## src/rtl/jt12_sh_pkg.sv

```systemverilog
// Shared types and address helpers for the RAM-based JT12 delay line.
package jt12_sh_pkg;

  typedef enum logic {SH_FLUSH, SH_RUN} sh_state_t;

  // Circular-buffer subtraction: (a - b) mod depth, valid for a < depth, b <= depth.
  function automatic int sh_wrap_sub(input int a, input int b, input int depth);
    return (a >= b) ? a - b : a + depth - b;
  endfunction

  function automatic int sh_clamp(input int sel, input int depth);
    return (sel >= depth) ? depth - 1 : sel;
  endfunction

endpackage

```

## src/rtl/jt12_sh_mem.sv

```systemverilog
// Simple dual-port storage: one sync write, one sync read (drop), one async read (tap).
module jt12_sh_mem #(
  parameter int width = 5,
  parameter int depth = 23,
  parameter int aw    = 5
) (
  input  logic             clk,
  input  logic             we,
  input  logic [aw-1:0]    waddr,
  input  logic [width-1:0] wdata,
  input  logic             re,
  input  logic [aw-1:0]    raddr,
  output logic [width-1:0] rdata,
  input  logic [aw-1:0]    taddr,
  output logic [width-1:0] tdata
);

  logic [width-1:0] mem [depth];

  // Read-before-write on a shared address is what gives the drop its full delay.
  always_ff @(posedge clk) begin
    if (we) mem[waddr] <= wdata;
    if (re) rdata <= mem[raddr];
  end

  assign tdata = mem[taddr];

endmodule

```

## src/rtl/jt12_sh_ram.sv

```systemverilog
// Circular-buffer delay line with self-flushing clear and a selectable tap.
//
// state    | meaning
// SH_FLUSH | busy; writes rstval to one slot per clk, cnt walks 0..DEPTH-1
// SH_RUN   | normal shifting on clk_en; clr drops back to SH_FLUSH
module jt12_sh_ram
  import jt12_sh_pkg::*;
#(
  parameter int               width  = 5,
  parameter int               stages = 24,
  parameter logic [width-1:0] rstval = {width{1'b0}},
  localparam int              AW     = $clog2(stages-1)
) (
  input  logic             rst_n,
  input  logic             clk,
  input  logic             clk_en,
  input  logic             clr,
  input  logic [width-1:0] din,
  input  logic [AW-1:0]    tap_sel,
  output logic [width-1:0] drop,
  output logic [width-1:0] tap,
  output logic             busy
);

  localparam int DEPTH = stages - 1;

  sh_state_t        state;
  logic [AW-1:0]    cnt;
  logic [AW-1:0]    wp;
  logic             rd_live;
  logic             accept;
  logic             mem_we;
  logic [AW-1:0]    waddr;
  logic [AW-1:0]    taddr;
  logic [width-1:0] wdata;
  logic [width-1:0] rd_q;
  logic [width-1:0] tdata;

  assign accept = (state == SH_RUN) && clk_en && !clr;

  always_comb begin
    mem_we = 1'b0;
    waddr  = wp;
    wdata  = din;
    if (state == SH_FLUSH) begin
      mem_we = 1'b1;
      waddr  = cnt;
      wdata  = rstval;
    end else if (accept) begin
      mem_we = 1'b1;
    end
  end

  assign taddr = AW'(sh_wrap_sub(int'(wp), sh_clamp(int'(tap_sel), DEPTH) + 1, DEPTH));

  jt12_sh_mem #(
    .width (width),
    .depth (DEPTH),
    .aw    (AW)
  ) u_mem (
    .clk   (clk),
    .we    (mem_we),
    .waddr (waddr),
    .wdata (wdata),
    .re    (accept),
    .raddr (wp),
    .rdata (rd_q),
    .taddr (taddr),
    .tdata (tdata)
  );

  // rd_live masks the unreset RAM read register until a real read has landed.
  always_ff @(posedge clk or negedge rst_n) begin
    if (!rst_n) begin
      state   <= SH_FLUSH;
      cnt     <= '0;
      wp      <= '0;
      rd_live <= 1'b0;
    end else begin
      case (state)
        SH_FLUSH: begin
          if (cnt == AW'(DEPTH-1)) begin
            cnt   <= '0;
            wp    <= '0;
            state <= SH_RUN;
          end else begin
            cnt <= cnt + 1'b1;
          end
        end
        SH_RUN: begin
          if (clr) begin
            state   <= SH_FLUSH;
            cnt     <= '0;
            rd_live <= 1'b0;
          end else if (clk_en) begin
            wp      <= (wp == AW'(DEPTH-1)) ? '0 : wp + 1'b1;
            rd_live <= 1'b1;
          end
        end
        default: state <= SH_FLUSH;
      endcase
    end
  end

  assign drop = rd_live ? rd_q : rstval;
  assign tap  = (state == SH_FLUSH) ? rstval : tdata;
  assign busy = (state == SH_FLUSH);

endmodule
```

## config.mk

```make
export PLATFORM = sky130hd
export DESIGN_NAME = jt12_sh_ram
export DESIGN_NICKNAME = d
export VERILOG_FILES = /design/src/rtl/jt12_sh_pkg.sv /design/src/rtl/jt12_sh_mem.sv /design/src/rtl/jt12_sh_ram.sv
export SDC_FILE = /design/constraint.sdc
export NUM_CORES = 1
export LEC_CHECK = 0
export ABC_CLOCK_PERIOD_IN_PS = 10260
export CAP_MARGIN = 25
export CORE_ASPECT_RATIO = 1.25
export CORE_MARGIN = 2
export CORE_UTILIZATION = 30
export CTS_CLUSTER_SIZE = 10
export DETAILED_ROUTE_END_ITERATION = 16
export PLACE_DENSITY = 0.51
export SYNTH_ARGS = -nofsm -noshare
export SYNTH_HDL_FRONTEND = slang
export SYNTH_SLANG_ARGS = --single-unit
```

## constraint.sdc

```tcl
create_clock -name clk -period 10.26 [get_ports clk]
set_input_delay 1.539 -clock clk [delete_from_list [all_inputs] [get_ports clk]]
set_output_delay 1.539 -clock clk [all_outputs]
set_load 0.02 [all_outputs]
```

==> impl_metrics.csv, run 1 <==
group,metric,value,unit
outcome,status,"finished clean",
synth,synthCells,570,
placement,dp_hpwl,15500,um
job,cap_violations,0,
detailed_routing,drc,0,
global_routing,grt.overflow.total,0,
pwr,ir_worst_vdd,0.117,mV
global_routing,met1_usage,17.6,%
timing,finalCriticalPeriod,8450,ps
cts,cts_buffers,17,
floorplanning,die_area,28000,um2
global_routing,grt_first_pass_wirelength,32600,um
global_routing,top_usage_layer,"met2",
setup_path,timing.rr.end,"u_mem.mem[17][3]$_DFFE_PP_",
placement,io_buffers,24,
cts,cts_max_path_buffers,2,
detailed_routing,drt_first_pass_iters,4,
detailed_routing,dr_total_vias,5213,
pwr,leakage,2.97,nW
timing,slew_headroom,32.2,%
floorplanning,die_h,187,um
global_routing,grt_max_degree,38,
detailed_routing,wl_per_cell,23.4,um
synth,synth_nets,602,
cts,worst_skew_pair.late_latency,420,ps
floorplanning,initial_core_util,30.7,%
pwr,p_per_area,257,nW/um2
placement,dp_slack,1840,ps
cts,cts_repair_resize_count,0,
floorplanning,rows,66,
cts,clock-root-buffer,"clkbuf_16",
setup_path,reg2reg_depth,7,
global_routing,antenna_found_initial,0,
detailed_routing,viasPerCell,5.59,
detailed_routing,totalWireLength,21800,um
setup_path,startpoint_type,"primary input",
synth,yosysWarnings,0,
final_layout,drive_gt1_share,22.5,%
detailed_routing,drtIter0Drc,387,
global_routing,met3_usage,2.62,%
timing,skew,10.1,ps
final_layout,stdcell_count,932,
synth,synth.yosys.seq_area_share,48.8,%
cts,hold_buffers,0,
setup_path,worstPathRequired,8720,ps
timing,finalCritPeriodShare,82.3,%
timing,finalHoldViolCount,0,
timing,fin_setup_tns,0,ps
setup_path,timing.rr.start,"state$_DFF_PN0_",
cts,tritoncts,"built",
cts,path_clk_slew,60,ps
synth,synthFlopType,"edfxtp_1",
timing,worst_slew_pin_slew,1020,ps
cts,cts_setup_buffers,0,
global_routing,grtUsageMet2,29.1,%
synth,netlist_area,8000,um2
setup_path,cp_max_fo,31,
floorplanning,num_io_pins,25,
synth,synth-async-reset-ratio,9.09,%
synth,syn_area_per_cell,14.0,um2
setup_path,crit_end,"tap[2]",
global_routing,grt.total_usage,15.9,%
setup_path,critPathKind,"primary input to output pin",
detailed_routing,ant_nets,0,
setup_path,endpoint_kind,"output pin",
global_routing,grt_pass1_vias,5239,
final_layout,nFillCells,2518,
setup_path,startpoint,"tap_sel[3]",
cts,clock_sinks,132,
timing,whs,616,ps
timing,finalSetupViolCount,0,
timing,rsz0062_at_grt,"false",
synth,yosys_register_bits,132,
final_layout,finalInstanceArea,9080,um2
timing,drv_slew,0,
final_layout,syn_to_final_growth,13.4,%
timing,max_freq,118,MHz
synth,ys_types,54,
placement,place_area,8480,um2
final_layout,nNetsFinal,611,
final_layout,antenna_cells,0,
floorplanning,core,26100,um2
setup_path,worstPathArrival,6910,ps
min_path,hold_class,"flop to flop",
setup_path,r2r_slack,7290,ps
floorplanning,die_w,150,um
placement,gp_congestion,0.922,
timing,finalWorstSetupSlack,1810,ps
placement,placed_cells,900,
synth,synth-edff-count,120,
cts,htreeDepth,4,
==> through the flow <==
step	total power, W	utilization [%]
global placement	0.00172	32.4
floorplan	0.00146	-
CTS	0.00236	34.8
detailed placement	0.00174	32.5
global route	0.00244	34.8
finish	0.00233	34.8
==> critical path, stage by stage <==
cell	delay, ps
clkdlybuf4s50_1	560
a21oi_1	60
o21ai_0	370
inv_1	120
ha_1	250
xnor2_1	280
inv_1	80
ha_1	410
nand3_2	130
o21ai_4	690
mux2i_2	630
buf_4	330
a211oi_1	70
a211o_1	310
a311oi_1	390
clkdlybuf4s50_1	680
==> worst min path at each step <==
stage,from,to,slack (ps),cells past startpoint
final,cnt[4]$_DFFE_PN0P_,cnt[4]$_DFFE_PN0P_,620,2
after global routing,cnt[0]$_DFFE_PN0P_,cnt[0]$_DFFE_PN0P_,670,2
after CTS,cnt[0]$_DFFE_PN0P_,cnt[0]$_DFFE_PN0P_,630,2
after global placement,cnt[0]$_DFFE_PN0P_,cnt[0]$_DFFE_PN0P_,600,2
after floorplan,rd_live$_DFFE_PN0P_,rd_live$_DFFE_PN0P_,540,2
after detailed placement,cnt[4]$_DFFE_PN0P_,cnt[4]$_DFFE_PN0P_,620,2
==> routing by layer <==
layer	up-vias	share of wire (%)
met5	-	0
met4	0	3.7
met3	34	4.6
met2	199	55
met1	2697	37
li1	2283	-
==> cell usage after synthesis (all sizes together) (6+ instances only) <==
cell,count,share of area (%)
edfxtp,120,45
mux4,80,23
nand2,71,3.3
nor2,36,1.7
buf,26,2.8
mux2i,25,3.2
a21oi,19,1.3
nand3,19,1.3
inv,18,0.84
o21ai,17,1.3
clkbuf,16,0.75
and2,15,1.2
ha,14,2.2
dfrtp,12,3.8
a211oi,10,0.94
a311oi,6,0.88
nor2b,6,0.47
==> cell usage in the layout (no fill, tap or decap), types with 5 or more instances in the layout <==
master,count
clkbuf_16,17
mux4_2,80
o2111a_1,5
o21ai_0,15
mux2i_1,24
dfrtp_1,11
edfxtp_1,120
ha_1,12
inv_1,15
clkdlybuf4s50_1,24
o211ai_1,5
a211o_1,5
nor2b_1,6
nor2_1,36
nand2_1,71
buf_4,7
a211oi_1,10
nand3_1,18
a21oi_1,18
and2_1,15
a311oi_1,5
==> cells by family (layout without fill, tap and decap cells) <==
family	count (synthesis)	after routing	share of synthesized area [%]
adder cells (fa/ha/maj)	18	18	3.19
AO/OA/AOI/OAI	89	89	8.38
multiplexers	106	106	25.8
buffers and inverters	60	82	4.35
AND/OR/NAND/NOR	159	159	8.82
XOR/XNOR	6	6	0.657
flip-flops	132	132	48.8
==> state kept, by name, indices dropped and copies added (netlist names) <==
register / flops
u_mem.rdata: 5
cnt: 5
u_mem.mem: 115
wp: 5
state: 1
rd_live: 1
==> final cells by class <==
| class | count | area (um2) | area share (%) |
|---|---|---|---|
| Tap cell | 340 | 425 | 4.69 |
| Sequential cell | 132 | 3910 | 43.0 |
| Clock inverter | 12 | 156 | 1.72 |
| Timing Repair Buffer | 32 | 320 | 3.53 |
| Inverter | 18 | 67.6 | 0.744 |
| Clock buffer | 20 | 437 | 4.81 |
| Multi-Input combinational cell | 378 | 3770 | 41.5 |
==> power breakdown <==
group          switching, W  internal (W)
combinational      0.000535      0.000429
sequential        0.0000611      0.000692
clock              0.000230      0.000382
total              0.000826       0.00150
No activity file was read; power rests on OpenSTA's default activity.
==> inputs of run 2 (changes only) <==
ABC_CLOCK_PERIOD_IN_PS = 8000   (was 10260)
clock period = 8 ns   (was 10.26 ns; I/O delays follow)
==> run 2 against run 1 <==
First-iteration DRC count rose by 24%. Largest power group unchanged. Clock power rose by 34%. Register-to-register slack got worse by 2700 ps. Power rose by 29%. Critical path depth did not move. Non-clock buffer count rose by 2. Clock skew barely moved. Via count rose by 0.33%.
==> impl_metrics.csv, run 2 (synthesis results as in run 1) <==
group,metric,value,unit
floorplanning,die_w,150,um
job,cap_violations,0,
placement,io_buffers,24,
detailed_routing,drt_first_pass_iters,6,
setup_path,cp_cell_sequence,"clkdlybuf4s50_1 -> a21oi_1 -> o21ai_0 -> inv_1 -> ha_1 -> xnor2_1 -> inv_1 -> ha_1 -> nand3_2 -> o21ai_4 -> mux2i_2 -> buf_4 -> a211oi_1 -> a211o_1 -> a311oi_1 -> clkdlybuf4s50_1",
timing,slew_headroom,28.7,%
floorplanning,die_h,187,um
global_routing,antenna_found_initial,0,
final_layout,largest_register_ffs,115,
setup_path,worstPathRequired,6800,ps
final_layout,top_register,"u_mem.mem",
detailed_routing,totalWireLength,21600,um
floorplanning,core,26100,um2
setup_path,startpoint_type,"primary input",
global_routing,grt.total_usage,15.7,%
detailed_routing,ant_nets,0,
cts,path_clk_slew,60,ps
detailed_routing,viasPerCell,5.61,
detailed_routing,dr_total_vias,5230,
pwr,ir_worst_vdd,0.167,mV
floorplanning,die_area,28000,um2
global_routing,grt_max_degree,66,
cts,hold_buffers,0,
setup_path,max_stage_delay,700,ps
cts,clock_sinks,132,
floorplanning,num_io_pins,25,
setup_path,critPathKind,"primary input to output pin",
final_layout,final_common_cell,"edfxtp_1",
setup_path,cp_max_fo,31,
cts,cts_setup_buffers,0,
timing,worst_slew_pin_slew,1070,ps
timing,fin_setup_tns,0,ps
final_layout,antenna_cells,0,
outcome,status,"finished clean",
timing,drv_slew,0,
global_routing,grt_pass1_vias,5250,
timing,finalHoldViolCount,0,
detailed_routing,drtIter0Drc,481,
timing,finalCritPeriodShare,92.0,%
placement,dp_slack,666,ps
final_layout,nNetsFinal,613,
pwr,leakage,2.99,nW
timing,finalCriticalPeriod,7360,ps
detailed_routing,wl_per_cell,23.2,um
setup_path,crit_path_top_delay_cell,"o21ai_4",
global_routing,grt.overflow.total,0,
min_path,hold_class,"flop to flop",
cts,cts_max_path_buffers,2,
timing,max_freq,136,MHz
final_layout,utilization,35.0,%
cts,tritoncts,"built",
final_layout,syn_to_final_growth,14.0,%
detailed_routing,drc,0,
global_routing,grt_first_pass_wirelength,32300,um
timing,skew,9.95,ps
placement,gp_congestion,0.879,
cts,worst_skew_pair.late_latency,440,ps
floorplanning,rows,66,
placement,dp_hpwl,15500,um
setup_path,endpoint_kind,"output pin",
timing,rsz0062_at_grt,"false",
pwr,power,0.00301,W
cts,clock-root-buffer,"clkbuf_16",
cts,cts_repair_resize_count,0,
cts,htreeDepth,4,
pwr,p_per_area,330,nW/um2
setup_path,worstPathArrival,6160,ps
final_layout,drive_gt1_share,22.6,%
floorplanning,initial_core_util,30.7,%
timing,finalSetupViolCount,0,
timing,finalWorstSetupSlack,639,ps
cts,cts_buffers,17,
timing,whs,611,ps
final_layout,final_cell_mix,"edfxtp_1, mux4_2, nand2_1, nor2_1",
-- run 2: cell count changes in the layout (fill, tap and decap cells not counted), sizes merged --
| cell | delta |
|---|---|
| buf | +1 |
| bufinv | +1 |
| clkbuf | -1 |
| clkinv | +1 |
| clkinvlp | -1 |
-- run 2: layout make-up --
class                           count  area [um2]
Tap cell                          340         425
Multi-Input combinational cell    378        3760
Clock inverter                     13         183
Sequential cell                   132        3910
Clock buffer                       18         429
Timing Repair Buffer               34         353
Fill cell                        2523       17000
Inverter                           18        67.6
-- run 2: critical path, delay by kind of cell --
kind,cells,cell delay [ps]
multiplexers,1,270
XOR/XNOR,1,280
adder cells (fa/ha/maj),2,660
AO/OA/AOI/OAI,6,1850
AND/OR/NAND/NOR,1,130
buffers and inverters,5,1760
-- run 2: per-stage QoR --
stage               instances  area [um2]
floorplan                 570        8000
global placement          900        8460
detailed placement        900        8460
CTS                       931        9070
global route              933        9130
finish                    933        9130
-- run 2: final timing paths --
path / slack, ps / from / cells after the start / to
min in group asynchronous: 1130 / rst_n / 1 / cnt[4]$_DFFE_PN0P_
max in group asynchronous: 6470 / rst_n / 1 / wp[0]$_DFFE_PN0P_
worst min register to register: 610 / cnt[4]$_DFFE_PN0P_ / 2 / cnt[4]$_DFFE_PN0P_
worst min-delay path: 610 / cnt[4]$_DFFE_PN0P_ / 2 / cnt[4]$_DFFE_PN0P_
worst max register to register: 4600 / state$_DFF_PN0_ / 6 / u_mem.mem[17][3]$_DFFE_PP_
worst max-delay path: 640 / tap_sel[3] / 16 / tap[3]
-- run 2: metal layers --
metal,global-route usage (%),vias to the layer above,share of wire (%)
met4,6.71,0,3.1
met5,0,-,0
li1,-,2278,-
met3,2.49,36,4.2
met1,17.7,2736,37
met2,28.8,180,56
-- run 2: report_power, final --
group / switching, W / total (W) / leakage (nW) / internal, W
registers: 0.0000877 / 0.000974 / 1.27 / 0.000887
clock network: 0.000302 / 0.000820 / 0.291 / 0.000518
logic: 0.000671 / 0.00122 / 1.43 / 0.000548
==> inputs of run 3 (changes only) <==
CORE_MARGIN = not set   (was 2)
SKIP_LAST_GASP = 1   (was not set)
==> run 3 against run 2 <==
Combinational power is essentially flat. Power shrank 2.8%. Critical path depth is the same. Core utilization shrank 0.17 points. Flip-flop and latch count is the same. Final area shrank 0.49%. Via count shrank 0.17%. Final cell count shrank 0.11%. Clock skew grew 2.0 ps. Global-route usage grew 0.48 points. Setup slack lost 58 ps. Sequential share of layout area grew 0.21 points.
==> impl_metrics.csv, run 3 (synthesis results as in run 1) <==
group,metric,value,unit
setup_path,cp_max_fo,31,
cts,hold_buffers,0,
final_layout,final_common_cell,"edfxtp_1",
setup_path,startpoint,"tap_sel[2]",
cts,clock-root-buffer,"clkbuf_16",
setup_path,startpoint_type,"primary input",
detailed_routing,wl_per_cell,22.8,um
detailed_routing,viasPerCell,5.60,
detailed_routing,dr_total_vias,5221,
min_path,hold_path_startpoint,"cnt[0]$_DFFE_PN0P_",
timing,finalCritPeriodShare,92.7,%
placement,placed_cells,899,
timing,finalSetupViolCount,0,
setup_path,timing.rr.start,"state$_DFF_PN0_",
outcome,status,"finished clean",
detailed_routing,drt_first_pass_iters,4,
detailed_routing,drc,0,
pwr,power,0.00293,W
timing,finalHoldViolCount,0,
placement,io_buffers,24,
setup_path,worstPathRequired,6800,ps
job,cap_violations,0,
cts,worst_skew_pair.late_latency,430,ps
final_layout,largest_register_ffs,115,
pwr,ir_worst_vdd,0.165,mV
global_routing,antenna_found_initial,0,
cts,clock_sinks,132,
final_layout,stdcell_count,932,
setup_path,critPathKind,"primary input to output pin",
floorplanning,die_h,185,um
floorplanning,rows,66,
timing,fin_setup_tns,0,ps
cts,htreeDepth,4,
detailed_routing,totalWireLength,21200,um
setup_path,worstPathArrival,6220,ps
timing,worst_slew_pin_slew,1050,ps
global_routing,grt_pass1_vias,5343,
final_layout,top_register,"u_mem.mem",
timing,skew,12.0,ps
global_routing,grt_max_degree,38,
floorplanning,initial_core_util,30.7,%
global_routing,grt.overflow.total,0,
final_layout,nNetsFinal,612,
pwr,leakage,2.98,nW
cts,cts_setup_buffers,0,
timing,slew_headroom,29.7,%
detailed_routing,drtIter0Drc,316,
placement,gp_congestion,0.910,
timing,finalCriticalPeriod,7420,ps
cts,cts_max_path_buffers,2,
global_routing,grt.total_usage,16.2,%
final_layout,final_cell_mix,"edfxtp_1, mux4_2, nand2_1, nor2_1",
detailed_routing,ant_nets,0,
timing,whs,639,ps
timing,rsz0062_at_grt,"false",
final_layout,drive_gt1_share,22.1,%
floorplanning,num_io_pins,25,
setup_path,crit_path_top_delay_cell,"o21ai_4",
setup_path,cp_cell_sequence,"clkdlybuf4s50_1 -> a21oi_1 -> o21ai_0 -> inv_1 -> ha_1 -> xnor2_1 -> inv_1 -> ha_1 -> nand3_2 -> o21ai_4 -> mux2i_2 -> buf_4 -> a211oi_1 -> a211o_1 -> a311oi_1 -> clkdlybuf4s50_1",
final_layout,antenna_cells,0,
cts,cts_repair_resize_count,0,
min_path,hold_class,"flop to flop",
setup_path,max_stage_delay,700,ps
final_layout,syn_to_final_growth,13.5,%
setup_path,endpoint_kind,"output pin",
floorplanning,die_w,148,um
placement,dp_hpwl,15200,um
global_routing,grt_first_pass_wirelength,32100,um
pwr,p_per_area,323,nW/um2
cts,cts_buffers,17,
cts,tritoncts,"built",
floorplanning,die_area,27300,um2
timing,drv_slew,0,
timing,max_freq,135,MHz
floorplanning,core,26100,um2
cts,path_clk_slew,60,ps
run 3: cell count changes in the layout (fill, tap and decap cells not counted), sizes merged:
cell / before / now
clkinv: 6 / 7
bufinv: 4 / 3
clkbuf: 19 / 20
clkinvlp: 2 / 0
run 3: layout make-up:
| class | count | area [um2] |
|---|---|---|
| Tap cell | 340 | 425 |
| Timing Repair Buffer | 33 | 348 |
| Clock buffer | 20 | 437 |
| Multi-Input combinational cell | 378 | 3760 |
| Sequential cell | 132 | 3910 |
| Inverter | 18 | 67.6 |
| Fill cell | 2496 | 17000 |
| Clock inverter | 11 | 135 |
run 3: worst paths after layout:
check | slack [ps] | depth (start not counted) | to
hold reg to reg | 640 | 2 | cnt[0]$_DFFE_PN0P_
hold / removal | 640 | 2 | cnt[0]$_DFFE_PN0P_
setup / recovery | 580 | 16 | tap[3]
min in group asynchronous | 1120 | 1 | cnt[4]$_DFFE_PN0P_
setup reg to reg | 4640 | 6 | u_mem.mem[1][4]$_DFFE_PP_
max in group asynchronous | 6490 | 1 | wp[0]$_DFFE_PN0P_
run 3: stage by stage:
stage | utilization, % | setup slack (ps) | cell area (um2)
after floorplan | - | 2440 | 8000
after global placement | 32.4 | 803 | 8450
after detailed placement | 32.4 | 568 | 8450
after CTS | 34.6 | 548 | 9030
after global routing | 34.8 | 211 | 9080
final | 34.8 | 581 | 9080
run 3: where the power goes:
| part | switching (W) | internal (W) | total, W |
|---|---|---|---|
| Sequential | 0.0000878 | 0.000887 | 0.000975 |
| Combinational | 0.000654 | 0.000535 | 0.00119 |
| Clock | 0.000282 | 0.000484 | 0.000766 |
run 3: critical path: cells and delay by family:
family	cells	cell delay, ps
XOR/XNOR	1	270
buffers and inverters	5	1750
AND/OR/NAND/NOR	1	130
adder cells (fa/ha/maj)	2	640
AO/OA/AOI/OAI	6	1950
multiplexers	1	280
run 3: layer usage:
layer | GRT usage (%) | vias to the layer above | part of all wire [%]
met5 | 0 | - | 0
met4 | 7.51 | 0 | 3.1
met3 | 2.57 | 36 | 3.3
met2 | 29.9 | 169 | 54
met1 | 18.0 | 2742 | 39
li1 | - | 2274 | -
